**src/rtl/trace_seq_pkg.sv**
```systemverilog
// rtl/trace_seq_pkg.sv - shared types and constants for the trace window sequencer
package trace_seq_pkg;

  typedef enum logic [1:0] {CH_ON, CH_OFF, CH_LIMITED} chan_state_e;

  typedef enum logic [1:0] {G_IDLE, G_RUN, G_DONE} glob_state_e;

  // Listed in descending priority; the budget-exhaust off sits with the scheduled off.
  typedef enum logic [2:0] {
    EV_NONE,
    EV_FINISH,
    EV_LIMIT,
    EV_OFF,
    EV_ALL,
    EV_ON
  } event_e;

  localparam logic [31:0] CYC_MAX = 32'hFFFF_FFFF;

endpackage

```
**src/rtl/trace_window_seq_if.sv**
```systemverilog
// rtl/trace_window_seq_if.sv - schedule inputs and dump-control outputs of the sequencer
interface trace_window_seq_if #(
  parameter int CYC_W   = 32,
  parameter int NUM_CH  = 2,
  parameter int BYTES_W = 24
);
  logic                        start;
  logic [NUM_CH*CYC_W-1:0]     off_cyc;
  logic [NUM_CH*CYC_W-1:0]     all_cyc;
  logic [NUM_CH*CYC_W-1:0]     on_cyc;
  logic [CYC_W-1:0]            finish_cyc;
  logic [NUM_CH*BYTES_W-1:0]   byte_limit;

  logic [CYC_W-1:0]            cyc;
  logic [NUM_CH-1:0]           trace_on;
  logic [NUM_CH-1:0]           dump_off_p;
  logic [NUM_CH-1:0]           dump_on_p;
  logic [NUM_CH-1:0]           dump_all_p;
  logic [NUM_CH-1:0]           dump_flush_p;
  logic [NUM_CH-1:0]           limit_hit;
  logic                        finish_p;
  logic                        done;

  modport master (
    output start, off_cyc, all_cyc, on_cyc, finish_cyc, byte_limit,
    input  cyc, trace_on, dump_off_p, dump_on_p, dump_all_p, dump_flush_p,
           limit_hit, finish_p, done
  );

  modport slave (
    input  start, off_cyc, all_cyc, on_cyc, finish_cyc, byte_limit,
    output cyc, trace_on, dump_off_p, dump_on_p, dump_all_p, dump_flush_p,
           limit_hit, finish_p, done
  );
endinterface

```
**src/rtl/trace_chan_fsm.sv**
```systemverilog
// rtl/trace_chan_fsm.sv - one trace channel: on/off/limited state, byte budget, event pulses
module trace_chan_fsm
  import trace_seq_pkg::*;
#(
  parameter int CYC_W     = 32,
  parameter int BYTES_W   = 24,
  parameter int REC_BYTES = 16
) (
  input  logic               clk,
  input  logic               reset_l,
  input  logic               start_ev,
  input  logic               run,
  input  logic               finish_ev,
  input  logic [CYC_W-1:0]   cyc,
  input  logic [CYC_W-1:0]   off_cyc,
  input  logic [CYC_W-1:0]   all_cyc,
  input  logic [CYC_W-1:0]   on_cyc,
  input  logic [BYTES_W-1:0] byte_limit,
  output logic               trace_on,
  output logic               dump_off_p,
  output logic               dump_on_p,
  output logic               dump_all_p,
  output logic               dump_flush_p,
  output logic               limit_hit
);

  localparam int AW = BYTES_W + 1;
  localparam logic [AW-1:0] REC = AW'(REC_BYTES);

  chan_state_e        st_q, st_d;
  logic [BYTES_W-1:0] acc_q, acc_d;
  logic               trace_d, off_d, on_d, all_d, hit_d;
  logic [AW-1:0]      acc_next;
  logic [BYTES_W-1:0] acc_sat;
  logic               over;
  event_e             ev;

  assign acc_next = {1'b0, acc_q} + REC;
  assign acc_sat  = acc_next[BYTES_W] ? {BYTES_W{1'b1}} : acc_next[BYTES_W-1:0];
  assign over     = (byte_limit != '0) && (acc_next > {1'b0, byte_limit});

  always_comb begin
    ev = EV_NONE;
    if (finish_ev) begin
      ev = EV_FINISH;
    end else if (run) begin
      if (st_q == CH_ON && over)
        ev = EV_LIMIT;
      else if (st_q == CH_ON && cyc == off_cyc)
        ev = EV_OFF;
      else if (cyc == all_cyc)
        ev = EV_ALL;
      else if (st_q == CH_OFF && cyc == on_cyc)
        ev = EV_ON;
    end
  end

  always_comb begin
    st_d    = st_q;
    acc_d   = acc_q;
    trace_d = trace_on;
    hit_d   = limit_hit;
    off_d   = 1'b0;
    on_d    = 1'b0;
    all_d   = 1'b0;
    if (start_ev) begin
      st_d    = CH_ON;
      acc_d   = '0;
      trace_d = 1'b1;
      hit_d   = 1'b0;
    end else begin
      // A cycle spent tracing is charged unless it is the one that blows the budget.
      if (run && st_q == CH_ON && ev != EV_LIMIT)
        acc_d = acc_sat;
      case (ev)
        EV_FINISH: trace_d = 1'b0;
        EV_LIMIT: begin
          st_d    = CH_LIMITED;
          trace_d = 1'b0;
          hit_d   = 1'b1;
          off_d   = 1'b1;
        end
        EV_OFF: begin
          st_d    = CH_OFF;
          trace_d = 1'b0;
          off_d   = 1'b1;
        end
        EV_ALL: all_d = 1'b1;
        EV_ON: begin
          st_d    = CH_ON;
          trace_d = 1'b1;
          on_d    = 1'b1;
        end
        default: ;
      endcase
    end
  end

  always_ff @(posedge clk or negedge reset_l) begin
    if (!reset_l) begin
      st_q         <= CH_ON;
      acc_q        <= '0;
      trace_on     <= 1'b0;
      dump_off_p   <= 1'b0;
      dump_on_p    <= 1'b0;
      dump_all_p   <= 1'b0;
      dump_flush_p <= 1'b0;
      limit_hit    <= 1'b0;
    end else begin
      st_q         <= st_d;
      acc_q        <= acc_d;
      trace_on     <= trace_d;
      dump_off_p   <= off_d;
      dump_on_p    <= on_d;
      dump_all_p   <= all_d;
      dump_flush_p <= all_d;
      limit_hit    <= hit_d;
    end
  end

endmodule

```
**src/rtl/trace_window_seq.sv**
```systemverilog
// rtl/trace_window_seq.sv - cycle counter, global run FSM and per-channel trace window sequencers
module trace_window_seq
  import trace_seq_pkg::*;
#(
  parameter int CYC_W     = 32,
  parameter int NUM_CH    = 2,
  parameter int BYTES_W   = 24,
  parameter int REC_BYTES = 16
) (
  input logic               clk,
  input logic               reset_l,
  trace_window_seq_if.slave bus
);

  localparam logic [CYC_W-1:0] CYC_SAT = CYC_MAX[CYC_W-1:0];
  localparam logic [CYC_W-1:0] CYC_ONE = {{(CYC_W-1){1'b0}}, 1'b1};

  glob_state_e      g_q, g_d;
  logic [CYC_W-1:0] cyc_q, cyc_d;
  logic             finish_q, finish_d;
  logic             done_q, done_d;
  logic             start_ev, finish_ev, run;

  logic [NUM_CH-1:0] trace_on_w, off_w, on_w, all_w, flush_w, hit_w;

  always_comb begin
    g_d       = g_q;
    cyc_d     = cyc_q;
    finish_d  = 1'b0;
    done_d    = done_q;
    start_ev  = 1'b0;
    finish_ev = 1'b0;
    case (g_q)
      G_IDLE: begin
        if (bus.start) begin
          g_d      = G_RUN;
          cyc_d    = CYC_ONE;
          start_ev = 1'b1;
        end
      end
      G_RUN: begin
        // cyc freezes at the finishing value so the bench can read where it stopped.
        if (cyc_q == bus.finish_cyc) begin
          g_d       = G_DONE;
          finish_d  = 1'b1;
          done_d    = 1'b1;
          finish_ev = 1'b1;
        end else if (cyc_q != CYC_SAT) begin
          cyc_d = cyc_q + CYC_ONE;
        end
      end
      default: ;
    endcase
  end

  assign run = (g_q == G_RUN) && !finish_ev;

  always_ff @(posedge clk or negedge reset_l) begin
    if (!reset_l) begin
      g_q      <= G_IDLE;
      cyc_q    <= '0;
      finish_q <= 1'b0;
      done_q   <= 1'b0;
    end else begin
      g_q      <= g_d;
      cyc_q    <= cyc_d;
      finish_q <= finish_d;
      done_q   <= done_d;
    end
  end

  for (genvar i = 0; i < NUM_CH; i++) begin : g_ch
    trace_chan_fsm #(
      .CYC_W    (CYC_W),
      .BYTES_W  (BYTES_W),
      .REC_BYTES(REC_BYTES)
    ) u_ch (
      .clk         (clk),
      .reset_l     (reset_l),
      .start_ev    (start_ev),
      .run         (run),
      .finish_ev   (finish_ev),
      .cyc         (cyc_q),
      .off_cyc     (bus.off_cyc[i*CYC_W +: CYC_W]),
      .all_cyc     (bus.all_cyc[i*CYC_W +: CYC_W]),
      .on_cyc      (bus.on_cyc[i*CYC_W +: CYC_W]),
      .byte_limit  (bus.byte_limit[i*BYTES_W +: BYTES_W]),
      .trace_on    (trace_on_w[i]),
      .dump_off_p  (off_w[i]),
      .dump_on_p   (on_w[i]),
      .dump_all_p  (all_w[i]),
      .dump_flush_p(flush_w[i]),
      .limit_hit   (hit_w[i])
    );
  end

  assign bus.cyc          = cyc_q;
  assign bus.trace_on     = trace_on_w;
  assign bus.dump_off_p   = off_w;
  assign bus.dump_on_p    = on_w;
  assign bus.dump_all_p   = all_w;
  assign bus.dump_flush_p = flush_w;
  assign bus.limit_hit    = hit_w;
  assign bus.finish_p     = finish_q;
  assign bus.done         = done_q;

endmodule

```
**src/flat_wrapper.sv**
```systemverilog
// flat-port wrapper written by rule: the top's interface ports become plain ports
module trace_window_seq_flat import trace_seq_pkg::*;
#(
  parameter int CYC_W     = 32,
  parameter int NUM_CH    = 2,
  parameter int BYTES_W   = 24,
  parameter int REC_BYTES = 16
)
  (clk, reset_l, bus_start, bus_off_cyc, bus_all_cyc, bus_on_cyc, bus_finish_cyc, bus_byte_limit, bus_cyc, bus_trace_on, bus_dump_off_p, bus_dump_on_p, bus_dump_all_p, bus_dump_flush_p, bus_limit_hit, bus_finish_p, bus_done);
  trace_window_seq_if #(.CYC_W(CYC_W), .NUM_CH(NUM_CH), .BYTES_W(BYTES_W)) bus_i ();
  input logic clk;
  input logic reset_l;
  input wire logic [$bits(bus_i.start)-1:0] bus_start;
  input wire logic [$bits(bus_i.off_cyc)-1:0] bus_off_cyc;
  input wire logic [$bits(bus_i.all_cyc)-1:0] bus_all_cyc;
  input wire logic [$bits(bus_i.on_cyc)-1:0] bus_on_cyc;
  input wire logic [$bits(bus_i.finish_cyc)-1:0] bus_finish_cyc;
  input wire logic [$bits(bus_i.byte_limit)-1:0] bus_byte_limit;
  output wire logic [$bits(bus_i.cyc)-1:0] bus_cyc;
  output wire logic [$bits(bus_i.trace_on)-1:0] bus_trace_on;
  output wire logic [$bits(bus_i.dump_off_p)-1:0] bus_dump_off_p;
  output wire logic [$bits(bus_i.dump_on_p)-1:0] bus_dump_on_p;
  output wire logic [$bits(bus_i.dump_all_p)-1:0] bus_dump_all_p;
  output wire logic [$bits(bus_i.dump_flush_p)-1:0] bus_dump_flush_p;
  output wire logic [$bits(bus_i.limit_hit)-1:0] bus_limit_hit;
  output wire logic [$bits(bus_i.finish_p)-1:0] bus_finish_p;
  output wire logic [$bits(bus_i.done)-1:0] bus_done;
  assign bus_i.start = bus_start;
  assign bus_i.off_cyc = bus_off_cyc;
  assign bus_i.all_cyc = bus_all_cyc;
  assign bus_i.on_cyc = bus_on_cyc;
  assign bus_i.finish_cyc = bus_finish_cyc;
  assign bus_i.byte_limit = bus_byte_limit;
  assign bus_cyc = bus_i.cyc;
  assign bus_trace_on = bus_i.trace_on;
  assign bus_dump_off_p = bus_i.dump_off_p;
  assign bus_dump_on_p = bus_i.dump_on_p;
  assign bus_dump_all_p = bus_i.dump_all_p;
  assign bus_dump_flush_p = bus_i.dump_flush_p;
  assign bus_limit_hit = bus_i.limit_hit;
  assign bus_finish_p = bus_i.finish_p;
  assign bus_done = bus_i.done;
  trace_window_seq #(.CYC_W(CYC_W), .NUM_CH(NUM_CH), .BYTES_W(BYTES_W), .REC_BYTES(REC_BYTES)) u_core (.clk(clk), .reset_l(reset_l), .bus(bus_i));
endmodule
```
**config.mk**
```make
export PLATFORM = sky130hd
export DESIGN_NAME = trace_window_seq_flat
export DESIGN_NICKNAME = d
export VERILOG_FILES = /design/src/rtl/trace_seq_pkg.sv /design/src/rtl/trace_window_seq_if.sv /design/src/rtl/trace_chan_fsm.sv /design/src/rtl/trace_window_seq.sv /design/src/flat_wrapper.sv
export SDC_FILE = /design/constraint.sdc
export NUM_CORES = 1
export LEC_CHECK = 0
export CAP_MARGIN = 5
export CORE_ASPECT_RATIO = 1.75
export CORE_MARGIN = 8
export CORE_UTILIZATION = 51
export DETAILED_ROUTE_END_ITERATION = 8
export GPL_TIMING_DRIVEN = 0
export PLACE_DENSITY = 0.88
export SKIP_CTS_REPAIR_TIMING = 1
export SYNTH_ARGS = -nofsm -noshare
export SYNTH_HDL_FRONTEND = slang
export SYNTH_SLANG_ARGS = --single-unit
export TNS_END_PERCENT = 50
```
**constraint.sdc**
```tcl
create_clock -name clk -period 7.6 [get_ports clk]
set_input_delay 0.76 -clock clk [delete_from_list [all_inputs] [get_ports clk]]
set_output_delay 0.76 -clock clk [all_outputs]
set_load 0.02 [all_outputs]
```
Yosys cells after proc, flatten, opt, wreduce, memory -nomap -nowiden --
Cells that the tools add are included.
Word-level totals: output and inout bits 46, flip-flop bits (word level) 98, word-level logic and storage cells 138, input port bits 275
Cells by class: equality and inequality tests 27, $add $sub $neg 3, multiplexer cells 53, magnitude comparators 2, reductions and logical operators 35
Operator list (number):
- equality test 32 bit | 7
- two-way mux 24 bit | 6
- two-way mux 32 bit | 3
- case mux 32 bit (2 select lines) | 1
- adder 24 x 5 -> 25 bit, second input constant | 2
- > comparator 25 x 24 -> 1 bit | 2
- nonzero test 24 bit | 2
- two-way mux 3 bit | 12
- adder 32 x 1 -> 32 bit, second input constant | 1
- inequality test 32 bit, second input constant | 1
- two-way mux 1 bit | 22
- logical AND 1 bit | 13
- equality test 3 x 2 -> 1 bit, second input constant | 4
- equality test 3 bit, second input constant | 4
- case mux 2 bit (3 select lines) | 2
- nonzero test 2 bit | 5
- two-way mux 2 bit | 4
- nonzero test 4 bit | 2
- equality test 2 x 1 -> 1 bit, second input constant | 3
- equality test 3 x 1 -> 1 bit, second input constant | 2
- zero test 2 bit | 3
- inequality test 3 x 2 -> 1 bit, second input constant | 2
- nonzero test 3 bit | 2
- OR reduction 3 bit | 2
- other kinds (9) | 13

Longest topological paths before layout --
depth in word-level cells 12, gate-level depth with buffers 19, mapped depth without buffers 16

Hierarchy --
From an unflattened synthesis, not the netlist that was laid out.
Unflattened totals: cells, all modules 1163, area, all modules 9843.2 um^2
Modules (own cells, without submodules):
- trace_chan_fsm (u_core.g_ch[0].u_ch) | seq. area each 700.7 um^2, times used 1, area each 3734.8 um^2, cells each 439
- trace_chan_fsm (u_core.g_ch[1].u_ch) | seq. area each 700.7 um^2, times used 1, area each 3613.5 um^2, cells each 437
- trace_window_seq | seq. area each 900.9 um^2, times used 1, area each 2494.9 um^2, cells each 287

Least setup slack after synthesis --
OpenSTA, ideal clock, no wires.
kind reg-to-reg, from reg u_core.g_ch[0].u_ch.acc_q[6], to reg u_core.g_ch[0].u_ch.acc_q[21], stages on the path, launching flop included 19, required time 7.522 ns, setup slack 4.001 ns, arrival time 3.521 ns, clock period less this slack 3.599 ns, library setup time 0.078 ns, buffers on the path 2, cell sequence dfrtp_1 > buf_4 > nand3_2 > nor2_4 > nand2_2 > nor4_4 > nand3_2 > or2_1 > xnor2_1 > ha_1 > nand4_1 > nor4_1 > a211o_1 > a31oi_1 > o31ai_4 > nand2b_4 > buf_6 > or3_1 > a21oi_1
On the way: longest elaborated chain between the ends 10, elaborated cells between the ends (all ways) 13, those cells by class 1 x add/sub; 1 x order compare; 1 x eq/ne; 6 x mux; 4 x reduce/logical
RTL lines:
- start: declaration | RTL line trace_chan_fsm.sv:31 | logic [BYTES_W-1:0] acc_q, acc_d;
- start signal: assignment | RTL line trace_chan_fsm.sv:102 | acc_q <= '0;
- start signal: assignment | RTL line trace_chan_fsm.sv:111 | acc_q <= acc_d;
- adder 24 x 5 -> 25 bit (*) | RTL line trace_chan_fsm.sv:38 | assign acc_next = {1'b0, acc_q} + REC;
- > comparator 25 x 24 -> 1 bit | RTL line trace_chan_fsm.sv:40 | assign over = (byte_limit != '0) && (acc_next > {1'b0, byte_limit});
- logical AND 1 bit | RTL line trace_chan_fsm.sv:40
- logical AND 1 bit | RTL line trace_chan_fsm.sv:47 | if (st_q == CH_ON && over)
- two-way mux 3 bit | RTL line trace_chan_fsm.sv:47
- two-way mux 3 bit | RTL line trace_chan_fsm.sv:46 | end else if (run) begin
- two-way mux 3 bit | RTL line trace_chan_fsm.sv:44 | if (finish_ev) begin
- inequality test 3 x 2 -> 1 bit | RTL line trace_chan_fsm.sv:73 | if (run && st_q == CH_ON && ev != EV_LIMIT)
- logical AND 1 bit | RTL line trace_chan_fsm.sv:73
- nonzero test 2 bit (no line)
Mark *: on every way between the ends. The rest lies on a longest branch, timed or not. The select of a mux whose other input is x is not followed. A chain may end at the register's enable or synchronous reset.

Worst setup path in the final report --
from reg u_core.g_ch[1].u_ch.acc_q[4], to reg u_core.g_ch[1].u_ch.acc_q[13]
On the way: longest elaborated chain between the ends 10, elaborated cells between the ends (all ways) 13, those cells by class 1 x add/sub; 1 x order compare; 1 x eq/ne; 6 x mux; 4 x reduce/logical
RTL lines (RTL line):
- start: declaration | trace_chan_fsm.sv:31
- start signal: assignment | trace_chan_fsm.sv:102
- start signal: assignment | trace_chan_fsm.sv:111
- adder 24 x 5 -> 25 bit (*) | trace_chan_fsm.sv:38
- > comparator 25 x 24 -> 1 bit | trace_chan_fsm.sv:40
- logical AND 1 bit | trace_chan_fsm.sv:40
- logical AND 1 bit | trace_chan_fsm.sv:47
- two-way mux 3 bit | trace_chan_fsm.sv:47
- two-way mux 3 bit | trace_chan_fsm.sv:46
- two-way mux 3 bit | trace_chan_fsm.sv:44
- inequality test 3 x 2 -> 1 bit | trace_chan_fsm.sv:73
- logical AND 1 bit | trace_chan_fsm.sv:73
- nonzero test 2 bit (no line)
Marks and branches as above.

==> results.ini <==
[grt]
grt.busiest_layer=met2
grt_pass1_wl_um=58310
met2_usage=0.6144
grt_max_degree=67
use_met1=0.3038
grt_pass1_vias=10620
grt_overflow_total=0
antenna_found_initial=2
met3_usage=0.08309
grt_use_total=0.3289

[cts]
clock_path_buffers=2
cts_tree=done
cts.clk_slew.worst_paths_ns=0.07
numClockSinks=92
clkLatencyLatePin_ns=0.36
root_buffer=clkbuf_16
htreeDepth=3
cts_buffers=9

[route]
initialDrtViolationCount=519
drc=0
ant_nets=0
wl_um=38530
avgViaCountPerCell=5.914
avgRoutedWirePerCell_um=23.27
vias=9793
first_pass_iters=7

[layout]
fin_util=0.7295
area_delta_synth_final_pct=41.99
nFillCells=1383
nets=1743
fin_area_um2=13050
drive_above_1_share=0.07460
final_cells=1656

[die]
ios=321
std_cell_rows=65
die_x_um=117.5
dieHeight_um=193.6
dieArea_um2=22750
core_area_um2=17890
initial_core_util=0.5138

[worst_setup_path]
critPathMaxFanout=10
end_kind=flop
crit_path_top_delay_cell=dfrtp_1
r2r_cells=17
cp.depth=17
path_delay_family=compound AO/OA/AOI/OAI gates
crit_chain=ha_1 -> nand3_2 -> nor3_2 -> nand2_2 -> nor2_1 -> nand2_1 -> xnor2_1 -> ha_1 -> a21o_1 -> a21oi_1 -> o21a_1 -> o211ai_1 -> o211ai_1 -> and4_1 -> buf_2 -> a21oi_1 -> a311oi_1
path_buf_inv=1
startpoint_type=flop
criticalPathCategory=flop to flop
slowest_delay_ns=0.45
required_ns=7.83
arrival_ns=4.43

[logic_synthesis]
syn-num-nets=1410
synthTopCellsByArea=dfrtp_1 25%, xnor2_1 20%, xor2_1 7.2%
ys_types=66
ys_seq_area_frac=0.2504
synth.most_common_cell=xnor2_1
yosysTopAreaCellShare=0.2504
async_flop_share=1.000
syn_avg_cell_area_um2=8.488
yosys.area.top_type=dfrtp_1
synth_edf_count=0
syn_inst=1083
synth_area_um2=9193
yosysWarnings=0
ys_seq_elements=92
synth_commonest_cells=210 x xnor2_1, 92 x dfrtp_1, 76 x xor2_1
synth_ff_type=dfrtp_1

[power_and_ir_drop]
pwr_density_cell_nw_per_um2=181.4
peakVddDrop_mv=0.1445
p_leak_nw=5.290

[timing]
rsz0062_at_grt=false
slew_violations=0
setup_ws_ns=3.401
hold_violations=0
fin_setup_tns_ns=0
max_freq_mhz=238.1
setup_viol=0
min_period_ns=4.199
worstMarginPinSlew_ns=1.129
relSlewSlack=0.2402
fin_worst_skew_ns=0.01270
post-route-period-util=0.5525

[placement]
gp_congestion=0.9848
placed_area_um2=12710
portBuffers=320
placed_cells=1638
place_ws_ns=3.483
hpwl_um=31380

[worst_hold_path]
hp-class=input pin to async pin

[outcome]
status=completed

[run]
drv_cap=0

[power by group]
group	leakage (nW)	switching [mW]	internal [mW]
Sequential	1.21	0.111	0.572
Clock	0.163	0.219	0.295
Combinational	3.92	0.630	0.542
Total	5.29	0.960	1.41
[layout by cell type, fill, tap and decap left out, types with 9 or more instances in the layout]
master	instances
xor2_1	76
nand4_1	71
nand2_1	68
clkbuf_1	18
clkdlybuf4s50_1	319
a21oi_1	48
clkbuf_16	9
and3_1	10
o21ai_0	27
nor2_1	67
nand3_1	28
inv_1	62
dfrtp_1	92
buf_2	17
nor3_1	29
nor4_1	40
and4_1	12
xnor2_1	210
buf_4	40
ha_1	52
[registers in the layout (all words and copies together), names as in the netlist]
register,count
u_core.bus.cyc,32
u_core.bus.done,1
u_core.bus.finish_p,1
u_core.g_ch.u_ch.acc_q,42
u_core.g_ch.u_ch.dump_flush_p,2
u_core.g_ch.u_ch.dump_off_p,2
u_core.g_ch.u_ch.dump_on_p,2
u_core.g_ch.u_ch.limit_hit,2
u_core.g_ch.u_ch.st_q,4
u_core.g_ch.u_ch.trace_on,2
u_core.g_q,2
[metal layers]
metal,share of wire,wire (um)
met1,0.32,12390
met4,0.068,2621
met3,0.080,3071
met2,0.53,20440
met5,0.00034,13
[cells by family (layout without fill, tap and decap cells)]
kind of cell,count (synthesis),in the layout,synth area share
other,0,1,0
DFF,92,92,0.2504
and+or+nand+nor,380,380,0.2357
adders and majority gates,52,52,0.07078
xor gates and xnor gates,286,286,0.2725
AOI/OAI and AO/OA,136,136,0.09569
buffers and inverters,137,475,0.07486
[path summary, 6_finish.rpt]
path                                         startpoint  slack (ns)                        endpoint
setup / recovery           u_core.g_ch[1].u_ch.acc_q[4]        3.40   u_core.g_ch[1].u_ch.acc_q[13]
hold / removal                                  reset_l        0.33    u_core.g_ch[1].u_ch.acc_q[6]
setup reg to reg           u_core.g_ch[1].u_ch.acc_q[4]        3.40   u_core.g_ch[1].u_ch.acc_q[13]
hold reg to reg                         u_core.bus.done        0.47                 u_core.bus.done
max in group asynchronous                       reset_l        6.60  u_core.g_ch[0].u_ch.dump_off_p
min in group clk                        u_core.bus.done        0.47                 u_core.bus.done
[worst register-to-register path: stages (launching register included)]
cell and delay [ns]:
dfrtp_1 0.45, ha_1 0.23, nand3_2 0.20, nor3_2 0.38, nand2_2 0.16, nor2_1 0.20, nand2_1 0.12, xnor2_1 0.19
ha_1 0.27, a21o_1 0.18, a21oi_1 0.22, o21a_1 0.19, o211ai_1 0.14, o211ai_1 0.19, and4_1 0.28, buf_2 0.25
a21oi_1 0.12, a311oi_1 0.31
[stage by stage]
step / hold WS (ns) / total power, mW
2_1_floorplan: 0.4507 / 1.371
3_3_place_gp: 0.4553 / 1.796
3_5_place_dp: 0.4612 / 1.839
4_1_cts: 0.3451 / 2.346
5_1_grt: 0.3601 / 2.486
6_report: 0.3289 / 2.368
[area by class of cell]
cell class	count	area [um^2]	area share
tap	234	292.8	0.02243
clock buffer	9	225.2	0.01725
multi-input combinational	854	6202	0.4752
inverter	62	232.7	0.01783
buffer	75	455.4	0.03489
timing repair buffer	322	3233	0.2477
sequential	92	2302	0.1764
antenna	1	2.502	0.0001917
clock inverter	7	106.4	0.008148
(Power assumes the default switching activity.)
